===== src/rtl/soc_sim_pkg.sv =====
// Shared types and default constants for the simulation/board reset sequencer.
package soc_sim_pkg;

    typedef enum logic [1:0] {
        ASSERT,
        RELEASE,
        RUN,
        DONE
    } rst_seq_state_e;

    localparam int HOLD_CYCLES_DEF = 25;
    localparam int STAGGER_DEF     = 4;
    localparam int WDOG_LIMIT_DEF  = 1000000;

endpackage


===== src/rtl/soc_wdog_cnt.sv =====
// Progress watchdog counter: clear/enable, saturating, flags the last cycle before the limit.
module soc_wdog_cnt #(
    parameter int W     = 32,
    parameter int LIMIT = 1000000
) (
    input  logic clock,
    input  logic reset,
    input  logic clr,
    input  logic en,
    output logic hit
);

    logic [W-1:0] cnt;

    always_ff @(posedge clock) begin
        if (reset || clr) begin
            cnt <= '0;
        end else if (en && (cnt != '1)) begin
            cnt <= cnt + W'(1);
        end
    end

    // A limit of zero disables the watchdog entirely.
    assign hit = (LIMIT != 0) && (cnt == W'(LIMIT - 1));

endmodule


===== src/rtl/soc_rst_seq.sv =====
// Reset sequencer with staggered per-domain release, run cycle counter,
// halt detection and progress watchdog.
module soc_rst_seq
    import soc_sim_pkg::*;
#(
    parameter int NUM_RST     = 2,
    parameter int HOLD_CYCLES = HOLD_CYCLES_DEF,
    parameter int STAGGER     = STAGGER_DEF,
    parameter int CNT_W       = 64,
    parameter int WDOG_W      = 32,
    parameter int WDOG_LIMIT  = WDOG_LIMIT_DEF
) (
    input  logic               clock,
    input  logic               reset,
    input  logic               sw_rst_req,
    input  logic               progress,
    input  logic               halt,
    output logic [NUM_RST-1:0] rst_out,
    output logic               rst_done,
    output logic [CNT_W-1:0]   cycle_cnt,
    output logic               finish,
    output logic               wdog_timeout
);

    localparam int LAST_REL = HOLD_CYCLES + (NUM_RST - 1) * STAGGER;
    localparam int HOLD_W   = (LAST_REL > 0) ? $clog2(LAST_REL + 1) : 1;

    if (NUM_RST < 1 || NUM_RST > 8) begin : g_bad_num_rst
        $error("soc_rst_seq: NUM_RST must be in 1..8");
    end
    if (HOLD_CYCLES < 1) begin : g_bad_hold
        $error("soc_rst_seq: HOLD_CYCLES must be at least 1");
    end

    rst_seq_state_e     state, state_nxt;
    logic [HOLD_W-1:0]  hold_cnt, hold_nxt, hold_step;
    logic [NUM_RST-1:0] rst_nxt;
    logic [CNT_W-1:0]   cnt_nxt;
    logic               done_nxt, finish_nxt, wdog_nxt;
    logic               wd_clr, wd_en, wd_hit;

    function automatic logic [HOLD_W-1:0] rel_at(input int i);
        return HOLD_W'(HOLD_CYCLES + i * STAGGER);
    endfunction

    soc_wdog_cnt #(
        .W     (WDOG_W),
        .LIMIT (WDOG_LIMIT)
    ) u_wdog (
        .clock (clock),
        .reset (reset),
        .clr   (wd_clr),
        .en    (wd_en),
        .hit   (wd_hit)
    );

    assign hold_step = hold_cnt + HOLD_W'(1);

    always_comb begin
        state_nxt  = state;
        hold_nxt   = hold_cnt;
        rst_nxt    = rst_out;
        done_nxt   = rst_done;
        cnt_nxt    = cycle_cnt;
        finish_nxt = finish;
        wdog_nxt   = wdog_timeout;
        wd_clr     = 1'b0;
        wd_en      = 1'b0;

        case (state)
            ASSERT, RELEASE: begin
                // Each domain drops on the edge its release slot is reached,
                // so the last drop and rst_done land on the same edge.
                hold_nxt = hold_step;
                for (int i = 0; i < NUM_RST; i++) begin
                    if (hold_step == rel_at(i)) rst_nxt[i] = 1'b0;
                end
                if (hold_step == HOLD_W'(LAST_REL)) begin
                    state_nxt = RUN;
                    done_nxt  = 1'b1;
                end else if (hold_step >= HOLD_W'(HOLD_CYCLES)) begin
                    state_nxt = RELEASE;
                end
            end

            RUN: begin
                cnt_nxt = (cycle_cnt == '1) ? cycle_cnt : cycle_cnt + CNT_W'(1);
                wd_clr  = progress;
                wd_en   = !progress;
                if (halt) begin
                    finish_nxt = 1'b1;
                    state_nxt  = DONE;
                end else if (wd_hit && !progress) begin
                    wdog_nxt  = 1'b1;
                    state_nxt = DONE;
                end else if (sw_rst_req) begin
                    // Warm reset keeps cycle_cnt; it just stops advancing until RUN.
                    state_nxt = ASSERT;
                    hold_nxt  = '0;
                    rst_nxt   = '1;
                    done_nxt  = 1'b0;
                    wd_clr    = 1'b1;
                    wd_en     = 1'b0;
                end
            end

            DONE: begin
            end

            default: begin
                state_nxt = ASSERT;
            end
        endcase
    end

    always_ff @(posedge clock) begin
        if (reset) begin
            state        <= ASSERT;
            hold_cnt     <= '0;
            rst_out      <= '1;
            rst_done     <= 1'b0;
            cycle_cnt    <= '0;
            finish       <= 1'b0;
            wdog_timeout <= 1'b0;
        end else begin
            state        <= state_nxt;
            hold_cnt     <= hold_nxt;
            rst_out      <= rst_nxt;
            rst_done     <= done_nxt;
            cycle_cnt    <= cnt_nxt;
            finish       <= finish_nxt;
            wdog_timeout <= wdog_nxt;
        end
    end

endmodule


===== config.mk =====
export PLATFORM = sky130hd
export DESIGN_NAME = soc_rst_seq
export DESIGN_NICKNAME = d
export VERILOG_FILES = /design/src/rtl/soc_sim_pkg.sv /design/src/rtl/soc_wdog_cnt.sv /design/src/rtl/soc_rst_seq.sv
export SDC_FILE = /design/constraint.sdc
export NUM_CORES = 1
export LEC_CHECK = 0
export BUFFER_PORTS_ARGS = -buffer_cell sky130_fd_sc_hd__buf_2
export CAP_MARGIN = 20
export CORE_UTILIZATION = 63
export CTS_CLUSTER_SIZE = 14
export DETAILED_ROUTE_END_ITERATION = 10
export HOLD_SLACK_MARGIN = 0.03
export PLACE_DENSITY = 0.86
export SLEW_MARGIN = 20
export SYNTH_ARGS = -nofsm -noshare
export SYNTH_HDL_FRONTEND = slang
export SYNTH_SLANG_ARGS = --single-unit

===== constraint.sdc =====
create_clock -name clock -period 4.4 [get_ports clock]
set_input_delay 1.1 -clock clock [delete_from_list [all_inputs] [get_ports clock]]
set_output_delay 1.1 -clock clock [all_outputs]
set_load 0.1 [all_outputs]

* After elaboration in Yosys (flattened, before gate mapping) *
Index checks and enable logic that the tools add are counted.

word-level totals
  register bits = 108
  latch bits = 0
  memory bits (writable) = 0
  memory bits (read-only) = 0
  bits of input ports = 5
  output and inout port bits = 69
  logic and storage cells = 72
  memories = 0

cells by class
  add/subtract/negate cells = 3
  multiply operators = 0
  divide/modulo/power cells = 0
  order comparisons = 1
  equal/unequal tests = 14
  shift-type cells = 0
  mux-type cells = 29
  bitwise logic cells = 2
  reductions and logical operators = 14

operators with widths
  cell                                                               number
  64-bit by 1-bit adder with 64-bit output, second input constant    1
  64-bit == test, second input constant                              1
  32-bit by 1-bit adder with 32-bit output, second input constant    1
  32-bit by 20-bit == test with 1-bit output, second input constant  1
  32-bit inequality test, second input constant                      1
  2-bit two-way mux                                                  8
  5-bit two-way mux                                                  3
  1-bit two-way mux                                                  14
  5-bit == test, second input constant                               2
  2-bit inequality test, second input constant                       5
  5-bit case mux with 2 select lines                                 1
  5-bit AND reduction                                                2
  2-bit case mux with 2 select lines                                 2
  3-bit AND reduction                                                2
  5-bit by 1-bit adder with 5-bit output, second input constant      1
  5-bit >= comparator, second input constant                         1
  4-bit inequality test, second input constant                       1
  2-bit AND reduction                                                2
  4-bit AND reduction                                                1
  3-bit inequality test, second input constant                       1
  2-bit by 1-bit == test with 1-bit output, second input constant    1
  2-bit == test, second input constant                               1
  1-bit logical AND                                                  2
  2-bit logical NOT                                                  1
  6 further kinds                                                    7

* Longest topological paths before layout *
Gate-level depths: netlist of run 1.

  depth in word-level cells = 6
  mapped depth = 8
  depth with buffers taken out = 7

* Hierarchy *
From an unflattened synthesis of run 1, not the netlist that was laid out.

second synthesis, totals
  cells, all modules = 695
  area, all modules = 5684.2 um^2

by module, submodules not included
  module        times used  cells an instance  area an instance (um^2)  sequential area each (um^2)
  soc_rst_seq   1           495                3962.6                   1521.5
  soc_wdog_cnt  1           200                1721.7                   640.6

* Worst setup path after synthesis of run 1 *
No wires, ideal clock.

  path type = reg2reg
  from = reg cycle_cnt[26]
  to = reg cycle_cnt[60]
  library setup time = 0.070 ns
  arrival time = 3.093 ns
  required time = 4.330 ns
  slack = 1.237 ns
  stages on the path, launching flop included = 7
  buffers on the path = 0
  clock period less this slack = 3.163 ns
  cell sequence = dfxtp_1 nand3_1 or4_1 nor3_4 nand3_4 or4_1 a21oi_1

between the ends
  longest elaborated chain between the ends = 3
  elaborated cells on any way between the ends = 4
  classes of those cells = add/sub: 1; eq/ne: 1; bitwise: 1; reduce/logical: 1

ends and longest elaborated chain
  element                                                                                           line                RTL
  start: declaration                                                                                soc_rst_seq.sv:20   output logic [CNT_W-1:0] cycle_cnt,
  start signal: assignment                                                                          soc_rst_seq.sv:130  cycle_cnt <= cnt_nxt;
  parallel branches: the longest is 3 deep, another holds 64-bit by 1-bit adder with 64-bit output  -

Parallel ways; which one is timed is not known.
A chain may end at the register's enable or synchronous reset.

* Worst setup path after layout of run 1 *
  from = reg cycle_cnt[44]
  to = reg cycle_cnt[49]

Same word-level chain as after synthesis.

==> results of run 1 <==
layout by cell type, fill, tap and decap left out, types with 4 or more instances in the layout:
cell type and n:
a21oi_1 44, nand3_1 48, nand2_1 54, and2_1 6, nand2b_1 6, buf_2 73, o31ai_1 21, inv_1 13
and3_1 17, nor2_1 84, mux2_2 9, xnor2_1 26, and4_1 7, nor3_1 16, clkbuf_8 9, nor2b_1 13
nor4_1 26, o21ai_0 17, ha_1 4, or4_1 25, buf_4 6, dfxtp_1 108, o211ai_1 4, xor2_1 24
nand4_1 31, o41ai_1 4, or3_1 8
per-layer routing:
layer / vias up / track usage [%]
met1: 2674 / 38.5
met2: 243 / 51.8
met5: - / 0
met3: 41 / 6.72
met4: 0 / 11.0
li1: 2676 / -
per-stage QoR:
stage                     util, %  instance area, µm²  power, mW  std cells  hold slack (ns)
after detailed placement     69.5                6060       1.09        848            0.459
after CTS                    71.7                6250       1.67        864            0.485
after global routing         71.8                6260       1.72        864            0.500
after floorplan                 -                5650       1.07        693            0.463
final                        71.8                6260       1.66        864            0.488
after global placement       69.5                6060       1.08        848            0.450
logic make-up (layout without fill, tap and decap cells):
family                   after synthesis  in the layout  share of synthesized area, %
buffers and inverters                 45            108                          3.28
flip-flops                           108            108                          38.3
adder cells (fa/ha/maj)                4              4                         0.886
AO/OA/AOI/OAI                        110            110                          12.2
multiplexers                          10             10                          1.97
AND/OR/NAND/NOR                      366            366                          35.6
XOR/XNOR                              50             50                          7.75
registers in the layout, summed over array words and instances (netlist names):
register,cells
wdog_timeout,1
finish,1
rst_done,1
u_wdog.cnt,32
cycle_cnt,64
hold_cnt,5
state,2
rst_out,2
final cells by class:
class | count | area share (%)
sequential | 108 | 34.6
clock buffer | 9 | 1.98
inverter | 13 | 0.780
multi-input combinational | 540 | 52.9
clock inverter | 7 | 1.06
timing repair buffer | 79 | 6.56
tap | 108 | 2.16
path summary, 6_finish.rpt:
kind | end | slack, ns | start
min | finish$_SDFFE_PP0P_ | 0.49 | finish$_SDFFE_PP0P_
max reg2reg | cycle_cnt[49]$_SDFFE_PP0P_ | 0.98 | cycle_cnt[44]$_SDFFE_PP0P_
min reg2reg | finish$_SDFFE_PP0P_ | 0.49 | finish$_SDFFE_PP0P_
max | cycle_cnt[49]$_SDFFE_PP0P_ | 0.98 | cycle_cnt[44]$_SDFFE_PP0P_
critical path: stages, from the launching register on:
cell     delay [ns]
dfxtp_1        0.47
and3_1         0.25
nor4b_1        0.63
nand3_1        0.42
o21ai_2        0.75
buf_4          0.38
nor4_1         0.11
mux2_2         0.29
power by group through the flow:
stage	registers [mW]	clock network (mW)	logic (mW)
3_5_place_dp	1.02	0	0.0658
5_1_grt	0.998	0.644	0.0745
4_1_cts	0.997	0.606	0.0661
2_1_floorplan	1.01	0	0.0613
3_3_place_gp	1.02	0	0.0617
6_report	0.997	0.599	0.0667
==> reports/qor.yml, run 1 <==
finalSetupViolations: 0
clk_latency_ns: 0.39
multiInputGateArea_mm2: 0.00331
antenna_cells: 0
synth_largest_area_cell: "dfxtp_1"
dieArea_mm2: 0.00935
timing.fmax_mhz: 292
root_buffer: "clkbuf_8"
cts_tree: "built"
leakage_nw: 2.24
fin_crit_sh_pct: 77.7
reg2reg_depth: 7
status: "completed"
grt_usage_pct: 30.7
synth.most_common_cell: "dfxtp_1"
combPwrFrac_pct: 4.0
cap_violations: 0
num_vias: 5634
vias_per_cell: 6.52
worst-path-max-fanout: 21
pwr-share-seq_pct: 59.9
worstSetupPathType: "reg2reg"
fin_crit_ns: 3.42
dr_wl_met2_mm: 7.16
syn2layout_area_growth_pct: 10.8
p_clk_share_pct: 36.0
drive_above_1_share_pct: 16.3
rsz0062_at_grt: "false"
start_kind: "register"
p_switching_uw: 437
rows: 34
swShare_pct: 26.3
seq_area_mm2: 0.00216
worstPathRequired_ns: 4.68
max-vdd-ir-drop_mv: 0.182
drv_slew: 0
fill_cells: 710
routed_wl_mm: 14.4
grt-ovfl-total: 0
hold_viol: 0
cts_resized: 0
dieWidth_um: 96.7
tightest_slew_ns: 0.864
syn_nets: 702
gp_congestion: 0.912
final.setup_skew_ns: 0.0161
yosys_warnings: 0
dp_hpwl_mm: 10.0
ys.flop_type: "dfxtp_1"
layout.nets: 760
chipHeight_um: 96.7
crit_arrival_ns: 3.70
cellPowerDensity_mw_per_mm2: 266
ctsHtreeMaxLevel: 3
synth_top_area_share_pct: 38.3
async_flop_share_pct: 0
coreArea_mm2: 0.00872
top_layer: "met4"
worstHoldPathType: "reg2reg"
drc_errors: 0
synth-seq-area-share_pct: 38.3
yosys-top-cells-count: "dfxtp_1 (108), nor2_1 (84), nand2_1 (54)"
netlist_top_cells_area: "dfxtp_1 (38%), nor2_1 (5.6%), nand3_1 (4.3%), xnor2_1 (4.0%), a21oi_1 (3.9%)"
hold-path-cell-count: 2
syn_area_mm2: 0.00565
wl_per_cell_um: 16.7
grt_pass1_vias: 5266
ys_ff_latch: 108
drt_pre_antenna_iters: 6
relSlewSlack_pct: 42.1
setup_tns_ns: 0
wl_met3_mm: 1.04
clk_pin_slew_ns: 0.12
setup_slack_ns: 0.981
grt_max_degree: 55
avgSynthCellArea_um2: 8.15
cts_setup_buffers: 0
synth_edf_count: 0
synth_cell_types: 55
top_level_ports: 74
clock-sinks: 108
m1WireLength_mm: 5.89
hold_buffers: 0
worstSetupEndpointType: "register"
syn_inst: 693
postRouteAntennaNets: 0
initial_core_util_pct: 64.8
antenna_found_initial: 0
cts-buffers-inserted: 9
drtIter0Drc: 312
clk_path_buf_depth: 2
io_buffers: 73
pre_cts_ws_ns: 1.06
intPower_mw: 1.23
grt_pass1_wl_mm: 24.2
Power figures use the tool's default switching activity.
==> run 2: changes to the inputs <==
CORE_UTILIZATION = 58   (was 63)
PLACE_DENSITY = 0.8   (was 0.86)
clock period = 3.5 ns   (was 4.4 ns; I/O delays follow)
==> reports/qor.yml, run 2 (synthesis gave the netlist of run 1 again) <==
status: "completed"
grt-ovfl-total: 0  # unchanged
regMostFlops: "cycle_cnt"
use_met3_pct: 5.76  # -0.96 points
rows: 35  # +2.9%
cp_slowest_stage_delay_ns: 0.85  # +0.10 ns
startpoint: "u_wdog.cnt[2]$_SDFFE_PP0P_"
r2r_end: "u_wdog.cnt[2]$_SDFFE_PP0P_"
io_buffers: 73  # unchanged
timing.fmax_mhz: 350  # +20%
p_clk_share_pct: 35.3  # -0.7 points
layout.nets: 766  # +0.79%
syn2layout_area_growth_pct: 11.9
fill_cells: 811  # +14%
root_buffer: "clkbuf_8"
drtIter0Drc: 207  # -34%
grt_max_degree: 49  # -11%
worstHoldPathType: "reg2reg"
largest_reg_flops: 64  # unchanged
cp_slowest_cell: "nor4_2"
timing.rr.start: "u_wdog.cnt[2]$_SDFFE_PP0P_"
combPwrFrac_pct: 4.1  # about the same
worstSetupPathType: "reg2reg"
worstPathCellList: "nand4_1 > nor4_2 > a31oi_1 > nand3_1 > xor2_1 > nor2_1"
chipHeight_um: 101  # +4.1%
wl_per_cell_um: 15.7  # -6.1%
cts_setup_buffers: 0  # unchanged
reg2reg_depth: 6  # -1
grt_pass1_wl_mm: 22.8  # -5.5%
clk_pin_slew_ns: 0.11  # about the same
cellPowerDensity_mw_per_mm2: 327  # +23%
reg.largest.list: "cycle_cnt x64, u_wdog.cnt x32, hold_cnt x5"
drc_errors: 0  # unchanged
reg2reg_setup_slack_ns: 0.65  # -0.33 ns
max-vdd-ir-drop_mv: 0.236  # +29%
final.setup_skew_ns: 0.0114  # -0.00471 ns
vias_per_cell: 6.08  # -6.7%
power.total_mw: 2.07  # +24%
endpoint: "u_wdog.cnt[2]$_SDFFE_PP0P_"
dieWidth_um: 101  # +4.1%
setup_tns_ns: 0  # unchanged
coreArea_mm2: 0.00933  # +7.0%
clock-sinks: 108  # unchanged
pwr-share-seq_pct: 60.6  # +0.7 points
fin_crit_ns: 2.85  # -0.565 ns
cap_violations: 0  # unchanged
grt_usage_pct: 27.9  # -2.8 points
start_kind: "register"
initial_core_util_pct: 60.5  # -4.2 points
grt_use_met1_pct: 36.0  # -2.5 points
drv_slew: 0  # unchanged
cts_resized: 0  # unchanged
relSlewSlack_pct: 42.8  # +0.63 points
num_vias: 5421  # -3.8%
hold_viol: 0  # unchanged
worstPathRequired_ns: 3.75  # -0.93 ns
clk_latency_ns: 0.39  # about the same
worst-path-max-fanout: 10  # -52%
antenna_cells: 0  # unchanged
postRouteAntennaNets: 0  # unchanged
clk_path_buf_depth: 2  # unchanged
crit_arrival_ns: 3.10  # -0.60 ns
leakage_nw: 2.25  # +0.89%
cts-buffers-inserted: 9  # unchanged
hold_buffers: 0  # unchanged
ctsHtreeMaxLevel: 3  # unchanged
hold_start: "rst_out[0]$_SDFFE_PP1P_"
fin_crit_sh_pct: 81.5  # +3.8 points
cts_tree: "built"
drt_pre_antenna_iters: 6  # unchanged
drive_above_1_share_pct: 16.8  # +0.53 points
mostFrequentLayoutCell: "dfxtp_1"
worstSetupEndpointType: "register"
fin_util_pct: 67.7  # -4.0 points
met2_usage_pct: 46.7  # -5.1 points
grt_most_used_layer: "met2"
routed_wl_mm: 14.0  # -3.2%
dp_hpwl_mm: 10.0  # -0.12%
dieArea_mm2: 0.0101  # +8.4%
p_switching_uw: 534  # +22%
tightest_slew_ns: 0.854  # -0.00933 ns
swShare_pct: 25.8  # -0.46 points
gp_congestion: 0.852  # -6.6%
finalSetupViolations: 0  # unchanged
rsz0062_at_grt: "false"
intPower_mw: 1.53  # +25%
top_level_ports: 74  # unchanged
antenna_found_initial: 0  # unchanged
grt_pass1_vias: 4867  # -7.6%
final_cell_mix: "dfxtp_1 (108), nor2_1 (84), buf_2 (73)"
[run 2: changes by cell type in the layout (fill, tap and decap cells not counted), sizes merged]
cell,before,now
buf,79,85
clkinvlp,0,2
inv,17,15
[run 2: power by group through the flow]
| stage | logic (mW) | clock network (mW) | registers, mW |
|---|---|---|---|
| 2_1_floorplan | 0.0770 | 0 | 1.27 |
| 5_1_grt | 0.0958 | 0.793 | 1.26 |
| 4_1_cts | 0.0852 | 0.744 | 1.25 |
| 3_5_place_dp | 0.0849 | 0 | 1.28 |
| 6_report | 0.0857 | 0.729 | 1.25 |
| 3_3_place_gp | 0.0802 | 0 | 1.28 |
[run 2: worst min path at each step]
stage,endpoint,cells after the start,slack [ns]
6_report,rst_out[0]$_SDFFE_PP1P_,2,0.49
2_1_floorplan,u_wdog.cnt[18]$_SDFFE_PP0P_,2,0.46
4_1_cts,rst_out[0]$_SDFFE_PP1P_,2,0.49
3_3_place_gp,rst_out[0]$_SDFFE_PP1P_,2,0.45
5_1_grt,u_wdog.cnt[18]$_SDFFE_PP0P_,2,0.53
3_5_place_dp,rst_out[0]$_SDFFE_PP1P_,2,0.46
[run 2: metrics by stage]
stage                     setup WS, ns  area, µm²  hold slack (ns)  instances
final                            0.646       6320            0.486        891
after global placement           0.595       6130            0.453        875
after CTS                        0.728       6320            0.487        891
after floorplan                  0.337       5650            0.463        693
after detailed placement         0.519       6130            0.463        875
after global routing             0.434       6320            0.528        891
[run 2: critical path, delay by kind of cell (launching register included)]
kind / cells / cell delay [ns]
XOR/XNOR: 1 / 0.18
AND/OR/NAND/NOR: 4 / 1.64
flip-flops: 1 / 0.43
AO/OA/AOI/OAI: 1 / 0.47
[run 2: area by class of cell]
cell class	count	area (µm²)	share of cell area [%]
clock buffer	9	124	1.96
inverter	13	48.8	0.772
sequential	108	2160	34.2
clock inverter	7	61.3	0.970
tap	129	161	2.55
timing repair buffer	85	455	7.21
multi-input combinational	540	3310	52.3
[run 2: layer usage]
metal / wire length [µm] / vias up
met2: 6650 / 167
li1: - / 2681
met3: 754 / 18
met4: 238 / 0
met5: 0 / -
met1: 6320 / 2555
==> run 3: changes to the inputs <==
CORE_UTILIZATION = 52   (was 58)
PLACE_DENSITY = 0.76   (was 0.8)
clock period = 2.3 ns   (was 3.5 ns; I/O delays follow)
==> reports/qor.yml, run 3 (synthesis gave the netlist of run 1 again) <==
m1WireLength_mm: 7.08  # +12%
grt_max_degree: 36  # -27%
grt_usage_pct: 26.8  # -1.2 points
hold_viol: 0  # unchanged
grt_pass1_wl_mm: 24.5  # +7.3%
start_kind: "register"
io_buffers: 73  # unchanged
final_cell_area_mm2: 0.00714  # +13%
syn2layout_area_growth_pct: 26.4
relSlewSlack_pct: 65.4  # +23 points
coreArea_mm2: 0.0104  # +12%
largest_reg_flops: 64  # unchanged
fill_cells: 832  # +2.6%
worstSetupPathType: "reg2reg"
finalSetupViolations: 0  # unchanged
grt_pass1_vias: 5185  # +6.5%
layout.nets: 811  # +5.9%
drive_above_1_share_pct: 32.2  # +15 points
dieWidth_um: 106  # +5.5%
max-vdd-ir-drop_mv: 0.260  # +10%
chipHeight_um: 106  # +5.5%
placed_area_mm2: 0.00675  # +10%
postRouteAntennaNets: 0  # unchanged
cap_violations: 0  # unchanged
drt_pre_antenna_iters: 5  # -1
rows: 37  # +5.7%
multiInputGateArea_mm2: 0.00349  # +5.6%
vias_per_cell: 5.99  # -1.5%
wl_per_cell_um: 16.2  # +3.4%
dr_wl_met2_mm: 7.23  # +8.7%
initial_core_util_pct: 54.2  # -6.3 points
ctsHtreeMaxLevel: 3  # unchanged
leakage_nw: 2.61  # +16%
fin_crit_sh_pct: 97.3  # +16 points
mostFrequentLayoutCell: "nor2_1"
tightest_slew_ns: 0.517  # -0.337 ns
root_buffer: "clkbuf_8"
clk_path_buf_depth: 2  # unchanged
top_layer: "met4"
fin_crit_ns: 2.24  # -0.615 ns
num_vias: 5649  # +4.2%
cts_tree: "built"
seq_area_mm2: 0.00239  # +11%
top_level_ports: 74  # unchanged
grt-ovfl-total: 0  # unchanged
dieArea_mm2: 0.0113  # +11%
dp_hpwl_mm: 10.8  # +7.8%
reg.largest.list: "cycle_cnt x64, u_wdog.cnt x32, hold_cnt x5"
worstHoldPathType: "reg2reg"
antenna_cells: 0  # unchanged
timing.fmax_mhz: 447  # +27%
antenna_found_initial: 0  # unchanged
hold_start: "wdog_timeout$_SDFFE_PP0P_"
drv_slew: 0  # unchanged
drtIter0Drc: 406  # +96%
timing.hold.ws_ns: 0.470  # -0.0159 ns
final_cell_mix: "nor2_1 (84), buf_2 (73), dfxtp_4 (60)"
regMostFlops: "cycle_cnt"
drc_errors: 0  # unchanged
startpoint: "cycle_cnt[17]$_SDFFE_PP0P_"
setup_tns_ns: 0  # unchanged
final.setup_skew_ns: 0.0106  # -0.000769 ns
crit_arrival_ns: 2.55  # -0.55 ns
cts-buffers-inserted: 9  # unchanged
wl_met3_um: 710  # -5.8%
gp_congestion: 0.897  # +5.3%
rsz0062_at_grt: "true"
worstPathRequired_ns: 2.62  # -1.13 ns
worstSetupEndpointType: "register"
status: "completed"
cellPowerDensity_mw_per_mm2: 424  # +30%
clk_pin_slew_ns: 0.10  # about the same
clock-sinks: 108  # unchanged
worst-path-max-fanout: 9  # -1
hold_buffers: 0  # unchanged
routed_wl_mm: 15.3  # +9.4%
timing.rr.start: "cycle_cnt[17]$_SDFFE_PP0P_"
clk_latency_ns: 0.38  # about the same
-- run 3: cell types whose count changed in the layout (fill, tap and decap cells not counted), moves of 5 or more --
| cell | change |
|---|---|
| nor4_1 | -9 |
| dfxtp_4 | +60 |
| nor4_2 | +7 |
| buf_12 | +5 |
| dfxtp_1 | -64 |
| buf_4 | +39 |
-- run 3: path summary, 6_finish.rpt --
path	endpoint	cells past startpoint	slack (ns)
worst max-delay path	cycle_cnt[62]$_SDFFE_PP0P_	7	0.06
worst min-delay path	wdog_timeout$_SDFFE_PP0P_	2	0.47
worst max register to register	cycle_cnt[62]$_SDFFE_PP0P_	7	0.06
worst min register to register	wdog_timeout$_SDFFE_PP0P_	2	0.47
-- run 3: metrics by stage --
step           setup WS (ns)  std cells  util [%]  total power, mW
6_report              0.0615        943      68.6             3.03
5_1_grt              -0.0285        943      68.6             3.14
4_1_cts               0.0296        935      66.5             3.06
3_5_place_dp          -0.145        918      64.8             2.02
3_3_place_gp          0.0302        918      64.8             2.01
2_1_floorplan         -0.159        693         -             1.98
-- run 3: worst max-delay path, stage by stage (launching register included) --
cell     delay, ns
dfxtp_4       0.37
nand4_1       0.15
buf_4         0.18
or4_4         0.45
nor3_4        0.27
nand3_4       0.16
or4_1         0.44
a21oi_1       0.15
-- run 3: power breakdown --
part,internal [mW],switching [mW]
Combinational,0.0479,0.0937
Sequential,1.81,0.0246
Clock,0.426,0.627
-- run 3: layer usage --
layer  vias to the layer above  track usage [%]
met3                        18             3.86
met2                       167             43.6
met1                      2677             35.4
met5                         -                0
met4                         0             11.1
li1                       2787                -
-- run 3: final cells by class --
type	count	area share (%)
Multi-Input combinational cell	540	48.9
Inverter	13	0.683
Clock buffer	14	2.14
Sequential cell	108	33.5
Clock inverter	2	0.158
Tap cell	136	2.38
Timing Repair Buffer	130	12.2
-- run 3: timing repair --
action                     CTS  global route
gates resized for setup      2            19
cloned                       0             1
pin swaps                    1             5
setup buffers                1             7
hold endpoints to repair     0             0
setup endpoints to repair   17            34
